==> src/rtl/zone_pkg.sv <==
// -----------------------------------------------------------------------------
// zone_pkg
// Types and codes shared by the two-zone valve/water controller and its command
// sequencer: zone request codes, the controller error code, sequencer states,
// and a helper that decides whether a programmed phase has anything to do.
// -----------------------------------------------------------------------------
package zone_pkg;

  // Zone request codes driven on G1/G2.
  typedef enum logic [1:0] {
    CMD_STOP = 2'b00,
    CMD_A    = 2'b01,
    CMD_B    = 2'b10,
    CMD_AGUA = 2'b11
  } cmd_t;

  // Controller error code on E. Any value other than ERR_CODE means no error.
  localparam logic [1:0] ERR_CODE = 2'b11;
  localparam logic [1:0] NO_ERR   = 2'b00;

  typedef enum logic [2:0] {
    SEQ_IDLE,
    SEQ_RUN1,
    SEQ_RUN2,
    SEQ_PAUSE,
    SEQ_DONE,
    SEQ_FAULT
  } seq_state_t;

  // A phase with mode STOP or zero duration is skipped entirely.
  function automatic logic phase_empty(cmd_t mode, logic dur_is_zero);
    return (mode == CMD_STOP) || dur_is_zero;
  endfunction

endpackage

==> src/rtl/zone_cmd_sequencer_tick_gen.sv <==
// -----------------------------------------------------------------------------
// tick_gen
// Free-running prescaler producing a one-cycle tick every TICK_DIV clocks.
// With TICK_DIV=1 the tick is high on every cycle.
//   clk    in   system clock, rising edge
//   rst_n  in   asynchronous active-low reset
//   tick_o out  one-cycle tick pulse
// -----------------------------------------------------------------------------
module tick_gen #(
  parameter int unsigned TICK_DIV = 1
) (
  input  logic clk,
  input  logic rst_n,
  output logic tick_o
);

  localparam int unsigned     CNT_W    = (TICK_DIV > 1) ? $clog2(TICK_DIV) : 1;
  localparam logic [CNT_W-1:0] CNT_LAST = CNT_W'(TICK_DIV - 1);
  localparam logic [CNT_W-1:0] CNT_ONE  = CNT_W'(1);

  logic [CNT_W-1:0] cnt_q, cnt_d;

  assign cnt_d  = (cnt_q == CNT_LAST) ? '0 : cnt_q + CNT_ONE;
  assign tick_o = (cnt_q == CNT_LAST);

  // NOTE: state registers use non-blocking assignments so every flop samples
  // the pre-edge values, independent of process evaluation order.
  always_ff @(posedge clk or negedge rst_n) begin
    if (!rst_n) cnt_q <= '0;
    else        cnt_q <= cnt_d;
  end

endmodule

==> src/rtl/zone_cmd_sequencer.sv <==
// -----------------------------------------------------------------------------
// zone_cmd_sequencer
// Runs a programmed two-phase cycle (zone 1 in mode m1 for d1 ticks, then
// zone 2 in mode m2 for d2 ticks), producing the G1/G2 zone request codes.
// Controller errors (E==11) pause the cycle, retry after RETRY_WAIT ticks and
// latch FAULT once more than MAX_RETRY errors occur within one cycle.
//   clk         in   system clock, rising edge
//   reset       in   asynchronous active-low reset
//   start       in   latch program and begin cycle (IDLE only)
//   stop        in   abort cycle back to IDLE (ignored in FAULT)
//   clear       in   leave FAULT
//   m1, m2      in   zone mode codes
//   d1, d2      in   phase durations in ticks
//   E           in   controller error code
//   G1, G2      out  registered zone request codes
//   busy        out  high in RUN1/RUN2/PAUSE
//   done        out  one-cycle pulse on normal completion
//   fault       out  high while in FAULT
// -----------------------------------------------------------------------------
module zone_cmd_sequencer
  import zone_pkg::*;
#(
  parameter int unsigned DUR_W      = 8,
  parameter int unsigned TICK_DIV   = 1,
  parameter int unsigned RETRY_WAIT = 4,
  parameter int unsigned MAX_RETRY  = 3
) (
  input  logic             clk,
  input  logic             reset,
  input  logic             start,
  input  logic             stop,
  input  logic             clear,
  input  logic [1:0]       m1,
  input  logic [1:0]       m2,
  input  logic [DUR_W-1:0] d1,
  input  logic [DUR_W-1:0] d2,
  input  logic [1:0]       E,
  output logic [1:0]       G1,
  output logic [1:0]       G2,
  output logic             busy,
  output logic             done,
  output logic             fault
);

  localparam int unsigned       WAIT_W      = (RETRY_WAIT > 1) ? $clog2(RETRY_WAIT) : 1;
  localparam logic [WAIT_W-1:0] WAIT_LAST   = WAIT_W'(RETRY_WAIT - 1);
  localparam logic [WAIT_W-1:0] WAIT_ONE    = WAIT_W'(1);
  localparam int unsigned       RETRY_W     = $clog2(MAX_RETRY + 2);
  localparam logic [RETRY_W-1:0] RETRY_LIMIT = RETRY_W'(MAX_RETRY);
  localparam logic [RETRY_W-1:0] RETRY_ONE   = RETRY_W'(1);
  localparam logic [DUR_W-1:0]  REM_ONE     = DUR_W'(1);

  seq_state_t         state_q, state_d;
  logic [DUR_W-1:0]   rem_q, rem_d;
  logic [WAIT_W-1:0]  wait_q, wait_d;
  logic [RETRY_W-1:0] retry_q, retry_d;
  logic               in_p2_q, in_p2_d;   // saved phase: 0 = zone 1, 1 = zone 2
  cmd_t               m1_q, m1_d, m2_q, m2_d;
  logic [DUR_W-1:0]   d2_q, d2_d;
  cmd_t               g1_q, g1_d, g2_q, g2_d;
  logic               busy_q, busy_d, done_q, done_d, fault_q, fault_d;

  logic tick;
  logic err;
  logic p2_empty;
  logic retry_full;

  tick_gen #(
    .TICK_DIV (TICK_DIV)
  ) u_tick_gen (
    .clk    (clk),
    .rst_n  (reset),
    .tick_o (tick)
  );

  assign err        = (E == ERR_CODE);
  assign p2_empty   = phase_empty(m2_q, d2_q == '0);
  // Another error now would exceed the tolerated count.
  assign retry_full = (retry_q == RETRY_LIMIT);

  // NOTE: every variable driven here receives a default first, so no path can
  // leave it unassigned and infer a latch.
  always_comb begin
    state_d = state_q;
    rem_d   = rem_q;
    wait_d  = wait_q;
    retry_d = retry_q;
    in_p2_d = in_p2_q;
    m1_d    = m1_q;
    m2_d    = m2_q;
    d2_d    = d2_q;

    case (state_q)
      SEQ_IDLE: begin
        if (start && !stop) begin
          m1_d    = cmd_t'(m1);
          m2_d    = cmd_t'(m2);
          d2_d    = d2;
          retry_d = '0;
          if (!phase_empty(cmd_t'(m1), d1 == '0)) begin
            state_d = SEQ_RUN1;
            rem_d   = d1;
            in_p2_d = 1'b0;
          end else if (!phase_empty(cmd_t'(m2), d2 == '0)) begin
            state_d = SEQ_RUN2;
            rem_d   = d2;
            in_p2_d = 1'b1;
          end else begin
            state_d = SEQ_DONE;
          end
        end
      end

      SEQ_RUN1, SEQ_RUN2: begin
        if (stop) begin
          state_d = SEQ_IDLE;
        end else begin
          // The active cycle in which an error is seen still consumes its
          // tick, so an error on the expiry tick pauses with remaining = 0.
          if (tick) rem_d = rem_q - REM_ONE;
          if (err) begin
            in_p2_d = (state_q == SEQ_RUN2);
            wait_d  = '0;
            retry_d = retry_q + RETRY_ONE;
            state_d = retry_full ? SEQ_FAULT : SEQ_PAUSE;
          end else if (tick && rem_q == REM_ONE) begin
            if (state_q == SEQ_RUN1 && !p2_empty) begin
              state_d = SEQ_RUN2;
              rem_d   = d2_q;
              in_p2_d = 1'b1;
            end else begin
              state_d = SEQ_DONE;
            end
          end
        end
      end

      SEQ_PAUSE: begin
        if (stop) begin
          state_d = SEQ_IDLE;
        end else if (tick) begin
          if (wait_q != WAIT_LAST) begin
            wait_d = wait_q + WAIT_ONE;
          end else if (err) begin
            // Still failing at the end of the wait: a fresh error entry.
            wait_d  = '0;
            retry_d = retry_q + RETRY_ONE;
            state_d = retry_full ? SEQ_FAULT : SEQ_PAUSE;
          end else if (rem_q != '0) begin
            state_d = in_p2_q ? SEQ_RUN2 : SEQ_RUN1;
          end else if (!in_p2_q && !p2_empty) begin
            state_d = SEQ_RUN2;
            rem_d   = d2_q;
            in_p2_d = 1'b1;
          end else begin
            state_d = SEQ_DONE;
          end
        end
      end

      SEQ_DONE: begin
        state_d = SEQ_IDLE;
        retry_d = '0;
      end

      SEQ_FAULT: begin
        if (clear) begin
          state_d = SEQ_IDLE;
          retry_d = '0;
        end
      end

      default: state_d = SEQ_IDLE;
    endcase
  end

  // Outputs are decoded from the next state so they change on the same edge
  // that enters the state.
  always_comb begin
    g1_d    = (state_d == SEQ_RUN1) ? m1_d : CMD_STOP;
    g2_d    = (state_d == SEQ_RUN2) ? m2_d : CMD_STOP;
    busy_d  = (state_d == SEQ_RUN1) || (state_d == SEQ_RUN2) || (state_d == SEQ_PAUSE);
    done_d  = (state_d == SEQ_DONE);
    fault_d = (state_d == SEQ_FAULT);
  end

  always_ff @(posedge clk or negedge reset) begin
    if (!reset) begin
      state_q <= SEQ_IDLE;
      rem_q   <= '0;
      wait_q  <= '0;
      retry_q <= '0;
      in_p2_q <= 1'b0;
      m1_q    <= CMD_STOP;
      m2_q    <= CMD_STOP;
      d2_q    <= '0;
      g1_q    <= CMD_STOP;
      g2_q    <= CMD_STOP;
      busy_q  <= 1'b0;
      done_q  <= 1'b0;
      fault_q <= 1'b0;
    end else begin
      state_q <= state_d;
      rem_q   <= rem_d;
      wait_q  <= wait_d;
      retry_q <= retry_d;
      in_p2_q <= in_p2_d;
      m1_q    <= m1_d;
      m2_q    <= m2_d;
      d2_q    <= d2_d;
      g1_q    <= g1_d;
      g2_q    <= g2_d;
      busy_q  <= busy_d;
      done_q  <= done_d;
      fault_q <= fault_d;
    end
  end

  assign G1    = g1_q;
  assign G2    = g2_q;
  assign busy  = busy_q;
  assign done  = done_q;
  assign fault = fault_q;

endmodule
==> config.mk <==
export PLATFORM = sky130hd
export DESIGN_NAME = zone_cmd_sequencer
export DESIGN_NICKNAME = d
export VERILOG_FILES = /design/src/rtl/zone_pkg.sv /design/src/rtl/zone_cmd_sequencer_tick_gen.sv /design/src/rtl/zone_cmd_sequencer.sv
export SDC_FILE = /design/constraint.sdc
export NUM_CORES = 1
export LEC_CHECK = 0
export CORE_UTILIZATION = 58
export DETAILED_ROUTE_END_ITERATION = 6
export PLACE_DENSITY = 0.89
export SLEW_MARGIN = 20
export SYNTH_ARGS = -nofsm -noshare
export SYNTH_HDL_FRONTEND = slang
export SYNTH_SLANG_ARGS = --single-unit
==> constraint.sdc <==
create_clock -name clk -period 3.95 [get_ports clk]
set_input_delay 0.5925 -clock clk [delete_from_list [all_inputs] [get_ports clk]]
set_output_delay 0.5925 -clock clk [all_outputs]
set_load 0.01 [all_outputs]
== Yosys cells after proc, flatten, opt, wreduce, memory -nomap -nowiden ==
Cells that the tools add are included.
Operators by class
  add/subtract/negate cells: 4
  equality and inequality tests: 26
  mux-type cells: 67
  bitwise gates (word level): 1
  reductions and logical operators: 29
Operator list (count)
  two-way mux 8 bit: 14
  two-way mux 3 bit: 22
  logical NOT 8 bit: 3
  two-way mux 2 bit: 12
  one-hot mux 8 bit (3 select lines): 1
  inequality test 2 bit (second input constant): 10
  equality test 3 x 2 -> 1 bit (second input constant): 5
  one-hot mux 3 bit (5 select lines): 1
  two-way mux 1 bit: 14
  equality test 3 bit (second input constant): 4
  one-hot mux 3 bit (4 select lines): 1
  AND reduction 12 bit: 1
  AND reduction 10 bit: 1
  inequality test 3 bit (second input constant): 3
  equality test 8 x 1 -> 1 bit (second input constant): 1
  nonzero test 8 bit: 1
  subtractor 8 x 1 -> 8 bit (second input constant): 1
  AND reduction 7 bit: 1
  equality test 3 x 1 -> 1 bit (second input constant): 2
  logical NOT 2 bit: 3
  logical OR 1 bit: 5
  nonzero test 5 bit: 1
  logical AND 1 bit: 4
  one-hot mux 2 bit (2 select lines): 1
  other kinds (13): 15
Word-level totals
  register bits after elaboration: 37
  input bits: 27
  output and inout port bits: 7
  logic and storage cells: 141

== Logic depth before layout (Yosys ltp) ==
  depth after elaboration: 14
  mapped depth: 8
  mapped depth without buffers: 8

== By module ==
From an unflattened synthesis, not the netlist that was laid out.
Second synthesis, totals
  cells, all modules: 247
  area total of the unflattened synthesis: 2417.3 um^2
Modules (own cells, without submodules)
  zone_cmd_sequencer: times used 1, cells an instance 245, area each 2406.1 um^2, seq. area each 900.9 um^2
  tick_gen: times used 1, cells an instance 2, area each 11.3 um^2, seq. area each 0.0 um^2

== Worst setup path after synthesis ==
OpenSTA, ideal clock, no wires.
  path type: input -> register
  from: input port d1[1]
  to: register g1_q[0] (netlist: G1[0])
  library setup time: 121 ps
  arrival: 2019 ps
  data required time: 3829 ps
  slack: 1811 ps
  stages on the path: 7
  cells stage by stage: or4_1 o21ai_2 buf_6 nor2_1 nor4_4 inv_2 and4b_1
On the way
  word-level cells in the longest chain between the ends: 7
Ends and longest elaborated chain
  from (decl): RTL line zone_cmd_sequencer.sv:35  | input logic [DUR_W-1:0] d1,
  logical NOT 8 bit: RTL line zone_cmd_sequencer.sv:100  | if (!phase_empty(cmd_t'(m1), d1 == '0)) begin
  logical OR 1 bit: RTL line zone_pkg.sv:32  | return (mode == CMD_STOP) || dur_is_zero;
  two-way mux 3 bit: RTL line zone_cmd_sequencer.sv:100
  two-way mux 3 bit: RTL line zone_cmd_sequencer.sv:95  | if (start && !stop) begin
  one-hot mux 3 bit (4 select lines): RTL line zone_cmd_sequencer.sv:93  | case (state_q)
  via state_d[0]: RTL line zone_cmd_sequencer.sv:53  | seq_state_t state_q, state_d;
  equality test 3 x 1 -> 1 bit: RTL line zone_cmd_sequencer.sv:180  | g1_d = (state_d == SEQ_RUN1) ? m1_d : CMD_STOP;
  two-way mux 2 bit: RTL line zone_cmd_sequencer.sv:180
  via g1_d[0]: RTL line zone_cmd_sequencer.sv:60  | cmd_t g1_q, g1_d, g2_q, g2_d;
  to (signal assigned): RTL line zone_cmd_sequencer.sv:211  | g1_q <= g1_d;
  to (decl): RTL line zone_cmd_sequencer.sv:60
The timed path passes the listed nets, and every way through them passes these cells.
A chain may end at the register's enable or synchronous reset.

== Final worst setup path ==
Same ends and word-level chain as after synthesis.

==> impl_metrics.json <==
{
  "status": "finished clean",
  "fmax_ghz": 0.369,
  "finClkSkew_ns": 0.00448,
  "avgViaCountPerCell": 6.42,
  "worstPathMaxFanout": 11,
  "multiInputGateArea_um2": 1300,
  "yosysTopAreaCell": "dfrtp_1",
  "cts_max_path_buffers": 2,
  "insertion_delay_ns": 0.29,
  "die-area_um2": 4240,
  "tritoncts": "yes",
  "muxShareOfSynthArea_pct": 8.61,
  "hold_violations": 0,
  "grt_max_degree": 37,
  "slew_headroom_pct": 33.7,
  "rr_worst_depth": 6,
  "areaGrowthSynthToFinish_pct": 19.6,
  "cts_root_buf": "clkbuf_8",
  "clock-sinks": 36,
  "p_leak_uw": 0.00113,
  "fp.dieH_um": 65.1,
  "avgRoutedWirePerCell_um": 18.1,
  "antenna-diode-count": 0,
  "core_area_um2": 3740,
  "ys_warn_count": 0,
  "syn-instance-count": 232,
  "synth-edff-count": 0,
  "ys.flop_type": "dfrtp_1",
  "tns_ns": 0,
  "drtPass1Iterations": 5,
  "rows": 22,
  "grt_util_all_layers_pct": 29.3,
  "cp-start-kind": "input port",
  "cts_resized": 0,
  "ys_seq_area_share_pct": 39.0,
  "syn_area_per_cell_um2": 9.96,
  "vias": 2030,
  "synth_top_family_by_area": "simple AND/OR/NAND/NOR gates",
  "setup_violations": 0,
  "seqCellArea_um2": 901,
  "cp-end-kind": "register",
  "portBuffers": 33,
  "synthTopCellsByCount": "dfrtp_1 (36), nor2_1 (21), a21oi_1 (17), mux2_2 (15), o21ai_0 (14)",
  "wl_mm": 5.72,
  "min_to": "m1_q[1]",
  "power_uw": 1370,
  "synth.most_common_cell": "dfrtp_1",
  "dp_hpwl_mm": 4.13,
  "synthArstFlopShare_pct": 100,
  "worst_pin_slew_ns": 0.984,
  "criticalPathCategory": "input port to register",
  "antenna_found_initial": 0,
  "cts-hold-fix-buffers": 0,
  "final_nets": 300,
  "rr_endpoint": "rem_q[6]",
  "synth-compound-area-share_pct": 21.3,
  "synth-seq-cells": 36,
  "drtIter0Drc": 223,
  "r2r_slack_ns": 1.58,
  "synthXorXnorAreaFrac_pct": 0.379,
  "dieWidth_um": 65.1,
  "layout-drive-gt1-share_pct": 17.2,
  "ios": 34,
  "crit_arrival_ns": 2.89,
  "yosysTopAreaCellShare_pct": 39.0,
  "synth_fa_ha_area_share_pct": 3.25,
  "drtAntennaViolNets": 0,
  "cp.required_ns": 4.13,
  "cts_post_setup_buffers_inserted": 0,
  "finalCritPeriodShare_pct": 68.7,
  "fin_crit_ns": 2.71,
  "initial_core_util_pct": 61.7,
  "grt_pass1_wl_mm": 9.21,
  "grt-ovfl-total": 0,
  "slew_viol_final": 0,
  "drc": 0,
  "hold_path.class": "register to register",
  "r2r-start": "rem_q[3]",
  "gp_congestion": 0.911,
  "htreeDepth": 2,
  "hp-start": "m1_q[1]",
  "peakVddDrop_mv": 0.355,
  "yosys-top-cells-area": "dfrtp_1 (39%), mux2_2 (7.3%), a21oi_1 (3.7%)",
  "nFillCells": 276,
  "rsz0062_at_grt": "false",
  "cap_violations": 0,
  "hold_depth": 1,
  "clkTransAtPathRegs_ns": 0.07,
  "synth_fp_nets": 265,
  "pwr_density_cell_nw_per_um2": 497,
  "syn_area_um2": 2310,
  "numCtsBuffers": 5,
  "synth_cell_types": 60,
  "grt_pass1_vias": 1878,
  "synth-simple-area-share_pct": 22.8
}
-- through the flow --
stage                     hold WS [ns]  utilization, %  cell area, µm²  setup slack, ns  std cells
after floorplan                  0.297               -            2310             1.81        232
after global placement           0.479            70.9            2650             1.11        308
after detailed placement         0.481            70.9            2650            0.972        308
after CTS                        0.497            73.8            2760             1.27        316
after global routing             0.523            73.8            2760             1.13        316
final                            0.498            73.8            2760             1.24        316
-- logic make-up (layout without fill, tap and decap cells) --
kind of cell | Yosys count | after routing
simple gates | 83 | 83
compound gates | 69 | 69
mux | 18 | 18
flops | 36 | 36
xor+xnor | 1 | 1
buf+inv | 19 | 55
fa+ha+maj | 6 | 6
-- cells in the final DEF, fill, tap and decap left out, types with 6 or more instances in the layout --
cell / count
ha_1: 6
nand2_1: 9
a21oi_1: 17
inv_1: 11
o21ai_0: 14
dfrtp_1: 36
mux2_2: 15
clkdlybuf4s50_1: 33
nor2_1: 21
nor3_1: 7
-- registers in the layout (all words and copies together), names as in the netlist, 2 cells and up --
name     count
d2_q         8
rem_q        8
retry_q      3
state_q      3
G1           2
G2           2
m1_q         2
m2_q         2
wait_q       2
-- where the power goes --
part           total, µW  internal [µW]  switching (µW)
Clock                326            187             139
Combinational        471            215             256
Sequential           577            467             110
Total               1370            869             505
-- worst max path at each step --
stage	from	to	slack, ns	depth (start not counted)
finish	d1[1]	G1[0]	1.24	7
global route	d1[1]	G2[0]	1.13	7
CTS	d1[1]	G2[0]	1.27	7
detailed placement	d1[1]	G2[0]	0.97	7
global placement	d1[1]	G1[0]	1.11	7
floorplan	d1[1]	G1[0]	1.81	7
-- metal layers --
| layer | GRT usage (%) | routed length [µm] | vias to the layer above |
|---|---|---|---|
| li1 | - | - | 955 |
| met1 | 39.7 | 2400 | 950 |
| met2 | 47.5 | 2780 | 115 |
| met3 | 5.90 | 470 | 10 |
| met4 | 8.97 | 80 | 0 |
| met5 | 0 | 0 | - |
-- worst max-delay path, stage by stage --
cell	delay (ns)
clkdlybuf4s50_1	0.47
or4_1	0.60
o21ai_2	0.44
nor2_1	0.14
nor4_4	0.34
inv_2	0.11
and4b_1	0.21
-- cell type report --
class,instances,share of cell area [%]
multi-input combinational,177,47.1
tap,48,2.17
timing repair buffer,35,12.5
sequential,36,32.6
clock buffer,5,2.49
inverter,12,1.63
clock inverter,3,1.54
Note: power is estimated with default switching activity, not from simulation.
==> patch, RTL diff (same flow settings) <==
Set the parameter `RETRY_WAIT` to 8 (it was 4).
--- a/src/rtl/zone_cmd_sequencer.sv
+++ b/src/rtl/zone_cmd_sequencer.sv
@@ -24,3 +24,3 @@
   parameter int unsigned TICK_DIV   = 1,
-  parameter int unsigned RETRY_WAIT = 4,
+  parameter int unsigned RETRY_WAIT = 8,
   parameter int unsigned MAX_RETRY  = 3
Check against the original RTL: not equivalent (a bounded check fails within 10 cycles, from zero or initial values and one cycle with reset low).
==> patch against the unedited design <==
- the flow now finishes with violations (DRC)
- count of clock-buffer cells in the layout did not move
- via count down 0.94%
- routed wire length is 8.7% lower
- cell area decreased by 5.4%
- sequential cell count increased by 1
- clock power is 19% higher
- area after synthesis is 7.6% lower
- synthesized cell count decreased by 4.7%
- worst setup slack worse by 0.12 ns
- global-route usage shrank 0.60 points
- total power rose by 7.3%
==> patch: results <==
hold_path:
  hold_path_class: "primary input to async pin"
global_route:
  grt_pass1_wl_um: 8860
  grt_pass1_vias: 1868
  grtUsageTotal: 0.287
  grt_max_degree: 38
power:
  p_sw_frac: 0.348
  switching_power_uw: 513
  power_leakage_nw: 1.11
  vdd_ir_drop_max_uv: 318
final_layout:
  inv_count: 11
  seq_share: 0.354
  multiInputGateArea_mm2: 0.00112
  utilization: 0.760
  buf_share: 0.127
  numSequentialCells: 37
  num-fill-cells: 240
  clk_share: 0.0512
  nMultiInputCombCells: 164
yosys:
  synthTopCellsByCount: "37 x dfrtp_1, 19 x o21ai_0, 18 x nor2_1"
  ys_seq_area_frac: 0.434
  synth_cells: 221
  synth_cell_types: 48
  syn_nets: 255
timing:
  slew_headroom: 0.471
  worst_slack_ns: 1.12
  fin_hold_ws_ns: 0.371
critical_path:
  crit_start: "d1[4]"
  slowest_delay_ns: 0.55
  reg2reg_from: "rem_q[5]"
  critPathTopFamily: "simple AND/OR/NAND/NOR gates"
  crit_path_end: "in_p2_q"
  worst-path-max-fanout: 16
  slowest_stage: "or4_1"
detailed_routing:
  wl_met2_um: 2470
  dr_wl_met3_um: 412
  routedWlPerCell_um: 17.4
  avgViaCountPerCell: 6.70
  top_layer: "met4"
  drt-met1-wl_um: 2190
  drc: 3
  postRouteWirelength_um: 5220
  drtPass1Iterations: 7
outcome:
  outcome: "finished, violations left"
  violations: "DRC"
placed_design:
  placed_cells: 292
  place.gp.congestion: 0.930
  post_dp_cell_area_mm2: 0.00248
  pre_cts_ws_ns: 0.889
  dp_hpwl_um: 3740
die:
  num_tap_cells: 46
==> patch: metal layers <==
| layer | GRT usage | up-vias |
|---|---|---|
| li1 | - | 910 |
| met1 | 0.393 | 955 |
| met2 | 0.448 | 120 |
| met3 | 0.0566 | 26 |
| met4 | 0.113 | 0 |
| met5 | 0 | - |
==> patch: worst min path at each step <==
| stage | startpoint | to |
|---|---|---|
| after global placement | retry_q[1] | retry_q[1] |
| final | reset | rem_q[4] |
| after CTS | reset | rem_q[4] |
| after global routing | reset | rem_q[3] |
| after floorplan | reset | G1[0] |
| after detailed placement | retry_q[2] | retry_q[2] |
==> patch: kinds of logic (layout without fill, tap and decap cells) <==
group	count (synthesis)	count (layout)	synth area share
DFF	37	37	0.434
adders and majority gates	7	7	0.0410
AOI/OAI and AO/OA	71	71	0.226
buffers and inverters	20	53	0.0404
muxes	14	14	0.0738
and+or+nand+nor	71	71	0.182
xor gates and xnor gates	1	1	0.00410
